<file path="src/rtl/divider_pkg.sv">
// Shared definitions for the sequential restoring divider.
package divider_pkg;

    // Operand/result width used when the instantiating block does not override it.
    localparam int unsigned DefaultWidth = 4;

    // Divider control states.
    typedef enum logic [1:0] {
        StIdle = 2'd0,
        StRun  = 2'd1,
        StDone = 2'd2
    } div_state_e;

endpackage

</file>
<file path="src/rtl/add_sub_unit.sv">
// Parameterised ripple-carry adder/subtractor.
// mode_i=0 computes a+b, mode_i=1 computes a-b (b inverted, carry-in 1).
module add_sub_unit #(
    parameter int unsigned WIDTH = 5
) (
    input  logic [WIDTH-1:0] a_i,
    input  logic [WIDTH-1:0] b_i,
    input  logic             mode_i,
    output logic [WIDTH-1:0] sum_o,
    output logic             carry_o
);

    logic [WIDTH:0]   carry;
    logic [WIDTH-1:0] b_eff;

    assign b_eff    = b_i ^ {WIDTH{mode_i}};
    assign carry[0] = mode_i;

    for (genvar i = 0; i < WIDTH; i++) begin : g_bit
        assign sum_o[i]     = a_i[i] ^ b_eff[i] ^ carry[i];
        assign carry[i + 1] = (a_i[i] & b_eff[i]) | (carry[i] & (a_i[i] ^ b_eff[i]));
    end

    // In subtract mode a carry-out of 1 means the difference is non-negative.
    assign carry_o = carry[WIDTH];

endmodule

</file>
<file path="src/rtl/seq_divider.sv">
// Multi-cycle unsigned restoring divider, one quotient bit per clock.
// Results and div_by_zero are registered and held until the next accepted start.
module seq_divider
    import divider_pkg::*;
#(
    parameter int unsigned WIDTH = DefaultWidth
) (
    input  logic             clk_i,
    input  logic             rst_ni,
    input  logic             start_i,
    input  logic [WIDTH-1:0] dividend_i,
    input  logic [WIDTH-1:0] divisor_i,
    output logic             busy_o,
    output logic             done_o,
    output logic [WIDTH-1:0] quotient_o,
    output logic [WIDTH-1:0] remainder_o,
    output logic             div_by_zero_o
);

    localparam int unsigned CntW = $clog2(WIDTH + 1);

    div_state_e       state_q, state_d;
    logic [WIDTH:0]   rem_q, rem_d;
    logic [WIDTH-1:0] quo_q, quo_d;
    logic [WIDTH-1:0] dsr_q, dsr_d;
    logic [CntW-1:0]  cnt_q, cnt_d;
    logic             zero_pend_q, zero_pend_d;
    logic [WIDTH-1:0] quotient_q, quotient_d;
    logic [WIDTH-1:0] remainder_q, remainder_d;
    logic             dbz_q, dbz_d;

    logic [WIDTH:0]   shifted;
    logic [WIDTH:0]   trial;
    logic             trial_ok;
    logic [WIDTH:0]   rem_step;
    logic [WIDTH-1:0] quo_step;
    logic             accept;
    logic             unused_rem_msb;

    // Restoring never leaves the partial remainder >= divisor, so its MSB is always 0
    // between iterations; only the low WIDTH bits feed the next shift.
    assign unused_rem_msb = rem_q[WIDTH];

    assign shifted = {rem_q[WIDTH-1:0], quo_q[WIDTH-1]};

    add_sub_unit #(
        .WIDTH (WIDTH + 1)
    ) u_add_sub (
        .a_i     (shifted),
        .b_i     ({1'b0, dsr_q}),
        .mode_i  (1'b1),
        .sum_o   (trial),
        .carry_o (trial_ok)
    );

    assign rem_step = trial_ok ? trial : shifted;
    assign quo_step = {quo_q[WIDTH-2:0], trial_ok};

    // A zero-divisor request occupies one internal cycle before done, so it also blocks start.
    assign accept = start_i && (state_q != StRun) && !zero_pend_q;

    // Next-state, datapath and result register updates.
    always_comb begin
        state_d     = state_q;
        rem_d       = rem_q;
        quo_d       = quo_q;
        dsr_d       = dsr_q;
        cnt_d       = cnt_q;
        zero_pend_d = 1'b0;
        quotient_d  = quotient_q;
        remainder_d = remainder_q;
        dbz_d       = dbz_q;

        unique case (state_q)
            StIdle: begin
                if (zero_pend_q) begin
                    // quo_q still holds the dividend loaded at acceptance.
                    state_d     = StDone;
                    quotient_d  = '1;
                    remainder_d = quo_q;
                    dbz_d       = 1'b1;
                end
            end
            StRun: begin
                rem_d = rem_step;
                quo_d = quo_step;
                cnt_d = cnt_q - 1'b1;
                if (cnt_q == CntW'(1)) begin
                    state_d     = StDone;
                    quotient_d  = quo_step;
                    remainder_d = rem_step[WIDTH-1:0];
                end
            end
            StDone: begin
                state_d = StIdle;
            end
            default: begin
                state_d = StIdle;
            end
        endcase

        if (accept) begin
            rem_d = '0;
            quo_d = dividend_i;
            dsr_d = divisor_i;
            cnt_d = CntW'(WIDTH);
            dbz_d = 1'b0;
            if (divisor_i == '0) begin
                state_d     = StIdle;
                zero_pend_d = 1'b1;
            end else begin
                state_d = StRun;
            end
        end
    end

    // State and datapath registers with asynchronous clear.
    always_ff @(posedge clk_i or negedge rst_ni) begin
        if (!rst_ni) begin
            state_q     <= StIdle;
            rem_q       <= '0;
            quo_q       <= '0;
            dsr_q       <= '0;
            cnt_q       <= '0;
            zero_pend_q <= 1'b0;
            quotient_q  <= '0;
            remainder_q <= '0;
            dbz_q       <= 1'b0;
        end else begin
            state_q     <= state_d;
            rem_q       <= rem_d;
            quo_q       <= quo_d;
            dsr_q       <= dsr_d;
            cnt_q       <= cnt_d;
            zero_pend_q <= zero_pend_d;
            quotient_q  <= quotient_d;
            remainder_q <= remainder_d;
            dbz_q       <= dbz_d;
        end
    end

    assign busy_o        = (state_q == StRun);
    assign done_o        = (state_q == StDone);
    assign quotient_o    = quotient_q;
    assign remainder_o   = remainder_q;
    assign div_by_zero_o = dbz_q;

endmodule
</file>
<file path="config.mk">
export PLATFORM = sky130hd
export DESIGN_NAME = seq_divider
export DESIGN_NICKNAME = d
export VERILOG_FILES = /design/src/rtl/divider_pkg.sv /design/src/rtl/add_sub_unit.sv /design/src/rtl/seq_divider.sv
export SDC_FILE = /design/constraint.sdc
export NUM_CORES = 1
export LEC_CHECK = 0
export BUFFER_PORTS_ARGS = -buffer_cell sky130_fd_sc_hd__buf_2
export CAP_MARGIN = 20
export CORE_MARGIN = 3
export CORE_UTILIZATION = 58
export CTS_BUF_LIST = sky130_fd_sc_hd__clkbuf_4
export DETAILED_ROUTE_END_ITERATION = 10
export PLACE_DENSITY = 0.81
export SETUP_SLACK_MARGIN = 0.5
export SYNTH_ARGS = -nofsm -noshare
export SYNTH_HDL_FRONTEND = slang
export SYNTH_SLANG_ARGS = --single-unit
</file>
<file path="constraint.sdc">
create_clock -name clk_i -period 3.1 [get_ports clk_i]
set_clock_uncertainty 0.2 [all_clocks]
set_input_delay 0.155 -clock clk_i [delete_from_list [all_inputs] [get_ports clk_i]]
set_output_delay 0.155 -clock clk_i [all_outputs]
set_load 0.005 [all_outputs]
</file>
* Word-level counts from Yosys, hierarchy flattened *
Index checks and enable logic that the tools add are counted.

word-level totals
  bits in registers = 27
  input port bits = 11
  output and inout bits = 11
  word-level logic and storage cells = 77

operators by class
  $add $sub $neg = 1
  equality and inequality tests = 8
  mux-type cells = 23
  bitwise logic cells = 24
  reduce and logical (&&, ||, !) cells = 12

operator list
  kind                 count
  $mux 4               9
  $pmux 4 s2           2
  $and 1x1->1          9
  $reduce_bool 2->1    4
  $xor 1x1->1          8
  $mux 1               6
  $mux 2               3
  $mux 3               2
  $not 4->5            1
  $or 1x1->1           5
  $logic_not 4->1      1
  $ne 2x1->1 const B   2
  $pmux 2 s2           1
  $reduce_and 2->1     2
  $eq 3x1->1 const B   1
  $ne 3x1->1 const B   1
  $ne 3x3->1 const B   1
  $reduce_and 3->1     1
  $sub 3x1->3 const B  1
  $eq 2x1->1 const B   1
  $eq 2x2->1 const B   1
  $logic_and 1x1->1    2
  $logic_not 2->1      1
  $ne 2x2->1 const B   1
  2 further kinds      2

* Logic depth before layout (Yosys ltp) *
  depth in word-level cells = 14
  mapped depth = 9
  gate-level depth less buffers = 8

* By module *
Synthesis repeated with hierarchy kept, for this count alone.

unflattened totals
  cells, all modules = 126
  area total of the unflattened synthesis = 1381.3 sq um

by module, submodules not included
  module        instances  cells each  area each (sq um)  sequential area each (sq um)
  seq_divider   1          109         1212.4             675.6
  add_sub_unit  1          17          168.9              0.0

* Least setup slack after synthesis *
OpenSTA, ideal clock, no wires.

  path kind = reg2reg
  start = register quo_q[3]
  end = register remainder_q[0] (netlist: remainder_o[0])
  library setup time = 0.078 ns
  arrival time = 2.392 ns
  required time = 2.822 ns
  path slack = 0.430 ns
  cell stages (with the launch flop) = 10
  path through = dfrtp_1 inv_1 ha_1 fa_1 fa_1 fa_1 nor2b_1 clkbuf_1 o211a_1 o2bb2ai_1

between the ends
  longest elaborated chain between the ends = 13

RTL lines
  element                                            RTL line                                text
  from (decl)                                        seq_divider.sv:24                       logic [WIDTH-1:0] quo_q, quo_d;
  from (signal assigned)                             seq_divider.sv:132                      quo_q <= quo_d;
  $and 1x1->1 / $xor 1x1->1 (equally long branches)  add_sub_unit.sv:21, add_sub_unit.sv:20
  $or 1x1->1                                         add_sub_unit.sv:21                      assign carry[i + 1] = (a_i[i] & b_eff[i]) | (carry[i] & (a_i[i] ^ b_eff[i]));
  $and 1x1->1                                        add_sub_unit.sv:21
  $or 1x1->1                                         add_sub_unit.sv:21
  $and 1x1->1                                        add_sub_unit.sv:21
  $or 1x1->1                                         add_sub_unit.sv:21
  $and 1x1->1                                        add_sub_unit.sv:21
  $or 1x1->1                                         add_sub_unit.sv:21
  $and 1x1->1                                        add_sub_unit.sv:21
  $or 1x1->1                                         add_sub_unit.sv:21
  $mux 4 (*)                                         seq_divider.sv:56                       assign rem_step = trial_ok ? trial : shifted;
  $mux 4 (*)                                         seq_divider.sv:88                       if (cnt_q == CntW'(1)) begin
  $pmux 4 s2 (*)                                     seq_divider.sv:74                       unique case (state_q)
  to (signal assigned)                               seq_divider.sv:137                      remainder_q <= remainder_d;
  to (decl)                                          seq_divider.sv:29                       logic [WIDTH-1:0] remainder_q, remainder_d;

Every way passes the cells marked *; elsewhere a longest branch is shown, timed or not. The select of a mux whose other input is x is not followed.
A chain may end at the register's enable or synchronous reset.

* Worst setup path after layout *
Same ends and word-level chain as after synthesis.

==> out/qor.yml <==
floorplan:
  die_x_um: 55.31
  die_y_um: 55.31
  placementRows: 17
  design.die.area_um2: 3059
  core_area_um2: 2255
  io_pins: 22
  initial_core_util_pct: 62.54
placement:
  portBuffers: 21
  dp_hpwl_um: 2168
  place_area_um2: 1506
  gp_congestion: 0.9097
logic_synthesis:
  syn-instance-count: 120
  seq_area_frac_synth_pct: 47.91
  avgSynthCellArea_um2: 11.75
  synth_area_leaders: "dfrtp_1 48%, fa_1 4.3%, mux2_2 4.0%"
  syn_nets: 137
  yosysTopAreaCell: "dfrtp_1"
  synth_area_um2: 1410
  async_flop_share_pct: 100.0
  synth_top_area_share_pct: 47.91
  synthFlopType: "dfrtp_1"
  ys_ff_latch: 27
  yosysWarnings: 0
  synth.distinct_cells: 36
  synth_edf_count: 0
sta:
  drv_slew: 0
  finalSetupTns_ns: 0
  hold_viol: 0
  max_freq_mhz: 395.4
  finalSetupViolCount: 0
  worstMarginPinSlew_ns: 0.7720
  whs_ns: 0.1390
  fin_crit_ns: 2.529
  rsz0062_at_grt: "true"
  slew-limit-headroom_pct: 48.43
  fin_crit_sh_pct: 81.58
grt:
  grt_max_degree: 28
  grt_pass1_vias: 1095
  grt_use_met1_pct: 29.23
  grtUsageTotal_pct: 21.60
  grtUsageMet2_pct: 34.46
  grt_antenna_before_repair: 0
  grt_use_met3_pct: 3.037
  grt_pass1_wl_um: 5161
  grt_overflow: 0
  busiest_layer: "met2"
worst_setup_path:
  cp_cell_sequence: "inv_1, ha_1, fa_2, fa_2, fa_2, nor2b_4, o211a_1, o2bb2ai_1"
  crit_buf_inv: 1
  cp_top_family: "adder cells"
  crit_path_end_kind: "flop"
  regToRegStartpoint: "quo_q[3]"
  crit_top_cell: "fa_2"
  crit_type: "flop to flop"
  critPathRequiredTime_ns: 3.18
  cp_data_arrival_time_ns: 2.61
  path_max_fanout: 6
  r2r_setup_slack_ns: 0.57
  cp-start-kind: "flop"
  cpMaxStageDelayCell: "fa_2"
  r2r-end: "remainder_o[0]"
  crit_path_max_incr_delay_ns: 0.41
  rr_worst_depth: 8
layout:
  num_antenna_cells: 0
  area_growth_pct: 18.90
  layout.nets: 169
  mostFrequentLayoutCells: "27 x dfrtp_1, 21 x buf_2, 10 x dlygate4sd3_1"
  drive_above_1_share_pct: 29.80
  design_area_um2: 1677
  final_common_cell: "dfrtp_1"
clock_network:
  insertion_delay_ns: 0.34
  cts-root-buf: "clkbuf_4"
  clkTransAtPathRegs_ns: 0.16
  cts-htree-levels: 1
  cts.sinks: 27
  cts_buffers: 3
  cts_tree: "yes"
  clock_path_buffers: 2
power_and_ir_drop:
  ir_drop_mv: 0.7043
  power_leakage_nw: 0.8183
  p_total_w: 0.001802
  power_density_nw_per_um2: 1074
route:
  ant_nets: 0
  firstDrtPassIters: 4
  drcViolationCount: 0
  vias: 1083
  vias_per_cell: 6.050
  drt_wl_total_um: 3190
  drt_iter0_markers: 48
  routedWlPerCell_um: 17.82
run_status:
  status: "finished, final reports clean"
min_path:
  holdCritPathClass: "input pin to async pin"
run:
  max-cap-violations: 0
kinds of logic (layout without fill, tap and decap cells):
logic type / after synthesis / in the layout / share of synthesized area (%)
adder cells (fa/ha/maj): 6 / 6 / 6.921
AO/OA/AOI/OAI: 36 / 36 / 18.72
buffers and inverters: 15 / 45 / 5.678
flip-flops: 27 / 27 / 47.91
AND/OR/NAND/NOR: 26 / 27 / 12.87
multiplexers: 10 / 10 / 7.897
through the flow:
stage	std cells	utilization [%]	setup slack, ns
detailed placement	163	66.81	0.3516
CTS	178	73.47	0.5490
global placement	163	66.81	0.5035
finish	179	74.36	0.5712
global route	179	74.36	0.4763
floorplan	120	-	0.5116
layer usage:
layer,wire length (um),share of wire (%),vias up
met5,0,0,-
met4,82,2.6,0
met3,250,7.8,9
met2,1605,50,58
met1,1251,39,522
li1,-,-,494
flip-flops by register name, summed over array words and instances, names as in the netlist:
signal,flops
rem_q,4
div_by_zero_o,1
quotient_o,4
cnt_q,3
remainder_o,4
zero_pend_q,1
state_q,2
quo_q,4
dsr_q,4
power by group:
group          total [W]  internal, W  switching [W]
Sequential      0.000659     0.000515       0.000144
Clock           0.000160    0.0000495       0.000111
Combinational   0.000982     0.000497       0.000485
Total            0.00180      0.00106       0.000740
Yosys cell counts, types with 2 or more instances:
library cell and number:
inv_1 8, o2bb2ai_1 5, nand2_1 3, mux2i_1 4
nor3_1 3, mux2_2 5, nor2b_1 2, o22ai_1 3
nand3b_1 4, buf_4 2, ha_1 3, nand3_1 3
a21oi_1 4, a21o_1 3, nor2_1 3, fa_1 3
a21bo_2 3, o21ai_0 8, buf_6 2, dfrtp_1 27
a22o_1 3, nand2b_1 2, o211a_1 4
final cells by class:
type | count | area [um^2]
multi-input cells | 79 | 689.4
flip-flops and latches | 27 | 675.6
fillers | 162 | 578.1
repair buffers | 32 | 212.7
well taps | 28 | 35.03
inverters | 9 | 33.78
clock buffers | 3 | 22.52
clock inverters | 1 | 7.507
worst max path at each step:
stage               startpoint             end  slack, ns  cells after the start
finish                quo_q[3]  remainder_o[0]       0.57                      8
global route          quo_q[3]  remainder_o[1]       0.48                      8
CTS                   quo_q[3]  remainder_o[1]       0.55                      8
detailed placement    quo_q[3]        rem_q[1]       0.35                      8
global placement      quo_q[3]  remainder_o[3]       0.50                      8
floorplan             quo_q[3]  remainder_o[1]       0.51                      9
worst reg2reg max path, stage by stage (launching register included):
cell,delay (ns)
dfrtp_1,0.38
inv_1,0.05
ha_1,0.20
fa_2,0.36
fa_2,0.36
fa_2,0.41
nor2b_4,0.17
o211a_1,0.21
o2bb2ai_1,0.14
repair_timing:
action                                 in CTS  in global routing
resized for setup                           6                  2
hold buffers                               10                  0
buffers inserted                            1                  0
setup endpoints to repair                  10                  9
endpoints found under the hold margin      38                  0
cloned                                      0                  1
pin swaps                                   1                  1
Note: power is estimated with default switching activity, not from simulation.
